==> src/rtl/vga_cap_pkg.sv <==
// Shared constants and FSM state type for the VGA grid capture block.
// Defaults match the 640x480 game display with a 20x15 cell grid.
package vga_cap_pkg;

   localparam int WIDTH_DEF  = 640;
   localparam int HEIGHT_DEF = 480;
   localparam int ROWS_DEF   = 15;
   localparam int COLS_DEF   = 20;

   typedef enum logic [1:0] {
      IDLE,
      WAIT_ACTIVE,
      CAPTURE,
      PUBLISH
   } cap_state_e;

   // Counter width able to hold 0..n inclusive (counters saturate at n).
   function automatic int cnt_w(input int n);
      return $clog2(n + 1);
   endfunction

endpackage

==> src/rtl/vga_pos_tracker.sv <==
// Sync/blank edge detection and saturating x/y position counters.
// Run-length checks exist only with VGA_CAP_TIMING_CHECK_EN defined.
module vga_pos_tracker
   import vga_cap_pkg::*;
#(
   parameter int WIDTH  = WIDTH_DEF,
   parameter int HEIGHT = HEIGHT_DEF,
   parameter int XW     = cnt_w(WIDTH_DEF),
   parameter int YW     = cnt_w(HEIGHT_DEF)
) (
   input  logic          clk,
   input  logic          rst,
   input  logic          vga_vs,
   input  logic          vga_blank_n,
   output logic          vs_fall_o,
   output logic [XW-1:0] x_o,
   output logic [YW-1:0] y_o,
   output logic          line_bad_o,
   output logic          frame_bad_o
);

   localparam logic [XW-1:0] XMAX = XW'(WIDTH);
   localparam logic [YW-1:0] YMAX = YW'(HEIGHT);

   logic          vs_q;
   logic          blank_q;
   logic [XW-1:0] x_q, x_d;
   logic [YW-1:0] y_q, y_d;
   logic          blank_rise;
   logic          blank_fall;

   assign vs_fall_o  = vs_q & ~vga_vs;
   assign blank_rise = vga_blank_n & ~blank_q;
   assign blank_fall = blank_q & ~vga_blank_n;

   // x_o is the index of the pixel on the bus this cycle.
   assign x_o = blank_rise ? '0 : x_q;
   assign y_o = y_q;

   always_comb begin
      x_d = x_q;
      if (vga_blank_n) begin
         x_d = (x_o == XMAX) ? x_o : x_o + 1'b1;
      end
      y_d = y_q;
      if (vs_fall_o) begin
         y_d = '0;
      end else if (blank_fall && (y_q != YMAX)) begin
         y_d = y_q + 1'b1;
      end
   end

   always_ff @(posedge clk or posedge rst) begin
      if (rst) begin
         vs_q    <= 1'b1;
         blank_q <= 1'b0;
         x_q     <= '0;
         y_q     <= '0;
      end else begin
         vs_q    <= vga_vs;
         blank_q <= vga_blank_n;
         x_q     <= x_d;
         y_q     <= y_d;
      end
   end

`ifdef VGA_CAP_TIMING_CHECK_EN
   assign line_bad_o  = blank_fall & (x_q != XMAX);
   assign frame_bad_o = vs_fall_o & (y_q != YMAX);
`else
   assign line_bad_o  = 1'b0;
   assign frame_bad_o = 1'b0;
`endif

endmodule

==> src/rtl/vga_grid_capture.sv <==
// Samples cell-centre pixels of each VGA frame into a ROWS x COLS bit map.
// Define VGA_CAP_TIMING_CHECK_EN to enable line_err/frame_err checking.
module vga_grid_capture
   import vga_cap_pkg::*;
#(
   parameter int WIDTH  = WIDTH_DEF,
   parameter int HEIGHT = HEIGHT_DEF,
   parameter int ROWS   = ROWS_DEF,
   parameter int COLS   = COLS_DEF
) (
   input  logic                 clk,
   input  logic                 rst,
   input  logic                 vga_hs,
   input  logic                 vga_vs,
   input  logic                 vga_blank_n,
   input  logic [7:0]           vga_r,
   input  logic [7:0]           vga_g,
   input  logic [7:0]           vga_b,
   input  logic                 frame_ack,
   output logic [ROWS*COLS-1:0] grid,
   output logic                 frame_valid,
   output logic                 overrun,
   output logic                 line_err,
   output logic                 frame_err
);

   localparam int CELL_W = WIDTH / COLS;
   localparam int CELL_H = HEIGHT / ROWS;
   localparam int XW     = cnt_w(WIDTH);
   localparam int YW     = cnt_w(HEIGHT);
   localparam int NCELL  = ROWS * COLS;

   cap_state_e       state_q, state_d;
   logic [NCELL-1:0] shadow_q, shadow_d;
   logic [NCELL-1:0] grid_q, grid_d;
   logic             fv_q, fv_d;
   logic             ovr_q, ovr_d;

   logic             vs_fall;
   logic [XW-1:0]    x;
   logic [YW-1:0]    y;
   logic             line_bad;
   logic             frame_bad;
   logic [ROWS-1:0]  row_hit;
   logic [COLS-1:0]  col_hit;
   logic [NCELL-1:0] hit;
   logic             pix_on;
   logic             sample_en;
   logic             unused_hs;

   assign unused_hs = vga_hs;

   vga_pos_tracker #(
      .WIDTH  (WIDTH),
      .HEIGHT (HEIGHT),
      .XW     (XW),
      .YW     (YW)
   ) u_pos (
      .clk         (clk),
      .rst         (rst),
      .vga_vs      (vga_vs),
      .vga_blank_n (vga_blank_n),
      .vs_fall_o   (vs_fall),
      .x_o         (x),
      .y_o         (y),
      .line_bad_o  (line_bad),
      .frame_bad_o (frame_bad)
   );

   for (genvar r = 0; r < ROWS; r++) begin : g_row
      assign row_hit[r] = (y == YW'(r * CELL_H + CELL_H / 2));
   end

   for (genvar c = 0; c < COLS; c++) begin : g_col
      assign col_hit[c] = (x == XW'(c * CELL_W + CELL_W / 2));
   end

   for (genvar r = 0; r < ROWS; r++) begin : g_hr
      for (genvar c = 0; c < COLS; c++) begin : g_hc
         assign hit[r*COLS+c] = row_hit[r] & col_hit[c];
      end
   end

   assign pix_on = |{vga_r, vga_g, vga_b};

   // First active pixel arrives in WAIT_ACTIVE and must not be lost.
   assign sample_en = vga_blank_n &
                      ((state_q == CAPTURE) || (state_q == WAIT_ACTIVE));

   always_comb begin
      state_d  = state_q;
      shadow_d = shadow_q;
      grid_d   = grid_q;
      fv_d     = fv_q;
      ovr_d    = ovr_q;
      if (frame_ack && fv_q) begin
         fv_d = 1'b0;
      end
      unique case (state_q)
         IDLE: begin
            if (vs_fall) state_d = WAIT_ACTIVE;
         end
         WAIT_ACTIVE: begin
            if (vga_blank_n) begin
               state_d  = CAPTURE;
               shadow_d = '0;
            end
         end
         CAPTURE: begin
            if (vs_fall) state_d = PUBLISH;
         end
         PUBLISH: begin
            state_d = WAIT_ACTIVE;
            if (!fv_q || frame_ack) begin
               grid_d = shadow_q;
               fv_d   = 1'b1;
            end else begin
               ovr_d = 1'b1;
            end
         end
         default: state_d = IDLE;
      endcase
      if (sample_en) begin
         shadow_d = (shadow_d & ~hit) | (hit & {NCELL{pix_on}});
      end
   end

   always_ff @(posedge clk or posedge rst) begin
      if (rst) begin
         state_q  <= IDLE;
         shadow_q <= '0;
         grid_q   <= '0;
         fv_q     <= 1'b0;
         ovr_q    <= 1'b0;
      end else begin
         state_q  <= state_d;
         shadow_q <= shadow_d;
         grid_q   <= grid_d;
         fv_q     <= fv_d;
         ovr_q    <= ovr_d;
      end
   end

   assign grid        = grid_q;
   assign frame_valid = fv_q;
   assign overrun     = ovr_q;

`ifdef VGA_CAP_TIMING_CHECK_EN
   logic line_err_q;
   logic frame_err_q;

   always_ff @(posedge clk or posedge rst) begin
      if (rst) begin
         line_err_q  <= 1'b0;
         frame_err_q <= 1'b0;
      end else if (state_q == CAPTURE) begin
         if (line_bad)  line_err_q  <= 1'b1;
         if (frame_bad) frame_err_q <= 1'b1;
      end
   end

   assign line_err  = line_err_q;
   assign frame_err = frame_err_q;
`else
   logic unused_err;

   assign unused_err = line_bad | frame_bad;
   assign line_err   = 1'b0;
   assign frame_err  = 1'b0;
`endif

endmodule

==> config.mk <==
export PLATFORM = sky130hd
export DESIGN_NAME = vga_grid_capture
export DESIGN_NICKNAME = d
export VERILOG_FILES = /design/src/rtl/vga_cap_pkg.sv /design/src/rtl/vga_pos_tracker.sv /design/src/rtl/vga_grid_capture.sv
export SDC_FILE = /design/constraint.sdc
export NUM_CORES = 1
export LEC_CHECK = 0
export ABC_AREA = 1
export CAP_MARGIN = 0
export CORE_ASPECT_RATIO = 1.4
export CORE_UTILIZATION = 50
export DETAILED_ROUTE_END_ITERATION = 7
export PLACE_DENSITY = 0.72
export SLEW_MARGIN = 25
export SYNTH_ARGS = -nofsm -noshare
export SYNTH_HDL_FRONTEND = slang
export SYNTH_HIERARCHICAL = 1
export SYNTH_SLANG_ARGS = --single-unit
==> constraint.sdc <==
create_clock -name clk -period 30.7 [get_ports clk]
set_input_delay 3.07 -clock clk [delete_from_list [all_inputs] [get_ports clk]]
set_output_delay 3.07 -clock clk [all_outputs]
set_load 0.05 [all_outputs]
==> results.ini <==
[sta]
tightestPinTransition_ns = 1.07
drv_slew = 0
max_slew_margin_pct = 28.8
rsz0062_at_grt = false
setup_viol = 0
fmax_ghz = 0.153
fin_setup_tns_ns = 0
hold_violations = 0
post-route-min-period_ns = 6.52
finalCritPeriodShare_pct = 21.2
fin_skew_ns = 0.0224

[detailed_routing]
drcViolationCount = 0
highest_layer = met4
dr_wl_met3_um = 4710
routedWlPerCell_um = 18.1
ant_nets = 0
drt_wl_total_um = 86000
drtIter0Drc = 2190
wl_met1_um = 35700
vias = 24017
dr_wl_met2_um = 41800
routed_via_density = 5.07
first_pass_iters = 6

[synthesis]
synth_cells = 3741
syn_area_sq_um = 29000
synth_warnings = 6
syn-mean-instance-area_sq_um = 7.76

[flow_run]
cap_violations = 0

[layout]
final_nets = 3981
area_growth_pct = 19.4
utilization_pct = 60.4
diodes = 0
drive_gt1_share_pct = 6.88

[critical_path]
start_kind = input port
crit_fanout = 20
arrival_ns = 7.03
r2r.worst_path.cells = 9
worstSetupPathType = in -> reg
end_kind = flip-flop
cp.required_ns = 31.21

[floorplanning]
ios = 334
die-height_um = 287
num_rows = 104
core-area_sq_um = 57400
die_x_um = 206
die-area_sq_um = 59000
start_util_pct = 50.6

[grt]
grt_antenna_before_repair = 0
grt_usage_pct = 29.3
grt_overflow_total = 0
grt_first_pass_wirelength_um = 131000
grt_pass1_vias = 22223
grt_max_degree = 253

[pwr]
p_per_area_nw_per_um2 = 54.6
ir_drop_uv = 87.8
cellLeakagePower_uw = 0.0156

[clock_tree]
clockBufferDepth = 3
cts_hold_buf = 0
root_buffer = clkbuf_16
numCtsBuffers = 60
path_clk_slew_ns = 0.06
insertion_delay_ns = 0.63
clock_sinks = 625
postCtsSetupBuffers = 0
cts_tree = built
post_cts_resized = 0
h-tree-depth = 2

[hold_path]
hold_depth = 1
holdCritPathClass = reg -> reg

[placement]
gp_congestion = 0.895
port_buffers = 330
post-dp-hpwl_um = 53500

[outcome]
outcome = complete, no violations

## through the flow
step           cell area [sq um]  instances  total power (uW)  setup WS (ns)  hold WS [ns]
6_report                   34600       4739              1890          24.18         0.479
5_1_grt                    34600       4739              1950          23.85         0.500
4_1_cts                    34600       4739              1900          24.24         0.483
3_5_place_dp               32500       4625              1100          23.60         0.462
3_3_place_gp               32500       4625              1100          23.34         0.465
2_1_floorplan              29000       3742              1050          10.72         0.471
## metal layers
layer  up-vias  GRT usage, %
met2       794          48.2
met3       194          3.62
met5         -             0
met4         0          12.8
li1      11694             -
met1     11335          38.7
## layout make-up
class                   count  area [sq um]
flip-flops and latches    625         15600
fillers                  5090         22700
clock buffers              80          1720
repair buffers            350          3480
well taps                 742           928
multi-input cells        2484         10800
clock inverters            34           418
inverters                 424          1610
## power by group
part	switching, uW	internal (uW)	total (uW)
registers	7.99	833	841
clock network	333	469	802
logic	202	45.6	248
total	543	1350	1890
## cell usage in the layout, fill, tap and decap left out, types with 2 or more instances in the layout
master,instances
o21ai_0,279
inv_4,2
inv_2,28
nand2_1,898
inv_8,2
clkbuf_1,7
buf_4,15
inv_1,389
xor2_1,6
inv_6,3
nor2_4,12
o21ai_1,34
a21oi_1,29
conb_1,2
mux2_2,49
nand4_1,13
bufinv_16,9
clkinv_2,20
clkinvlp_4,3
buf_6,4
clkdlybuf4s50_1,330
nor3_1,3
clkbuf_16,61
nor3_2,2
dfrtp_1,624
ha_1,6
nand3_2,17
o21bai_1,43
nand2_2,6
nor2_1,995
nand3_4,5
nand2_4,2
nand3_1,61
clkbuf_8,12
nor2_2,18
## worst paths after layout
check,start,end,slack [ns]
min in group asynchronous,rst,u_pos/y_o[7],3.08
max in group asynchronous,rst,grid[193],24.59
setup reg to reg,state_q[1],shadow_q[77],27.15
hold reg to reg,overrun,overrun,0.48
hold / removal,overrun,overrun,0.48
setup / recovery,vga_blank_n,shadow_q[77],24.18
## registers in the layout (all words and copies together) (netlist names)
register       count
grid             300
overrun            1
u_pos/y_o          9
u_pos/x_q         10
shadow_q         300
u_pos/blank_q      1
state_q            2
u_pos/vs_q         1
frame_valid        1
## critical path, stage by stage
cell,delay [ns]
clkdlybuf4s50_1,0.95
nand2_4,0.25
nand2_1,0.14
inv_1,0.06
inv_1,0.10
nand2_1,0.08
nor2_2,0.64
nand2_1,0.69
inv_2,0.73
nand2_1,0.11
nor2_1,0.12
nor2_1,0.06
No activity file was read; power rests on OpenSTA's default activity.
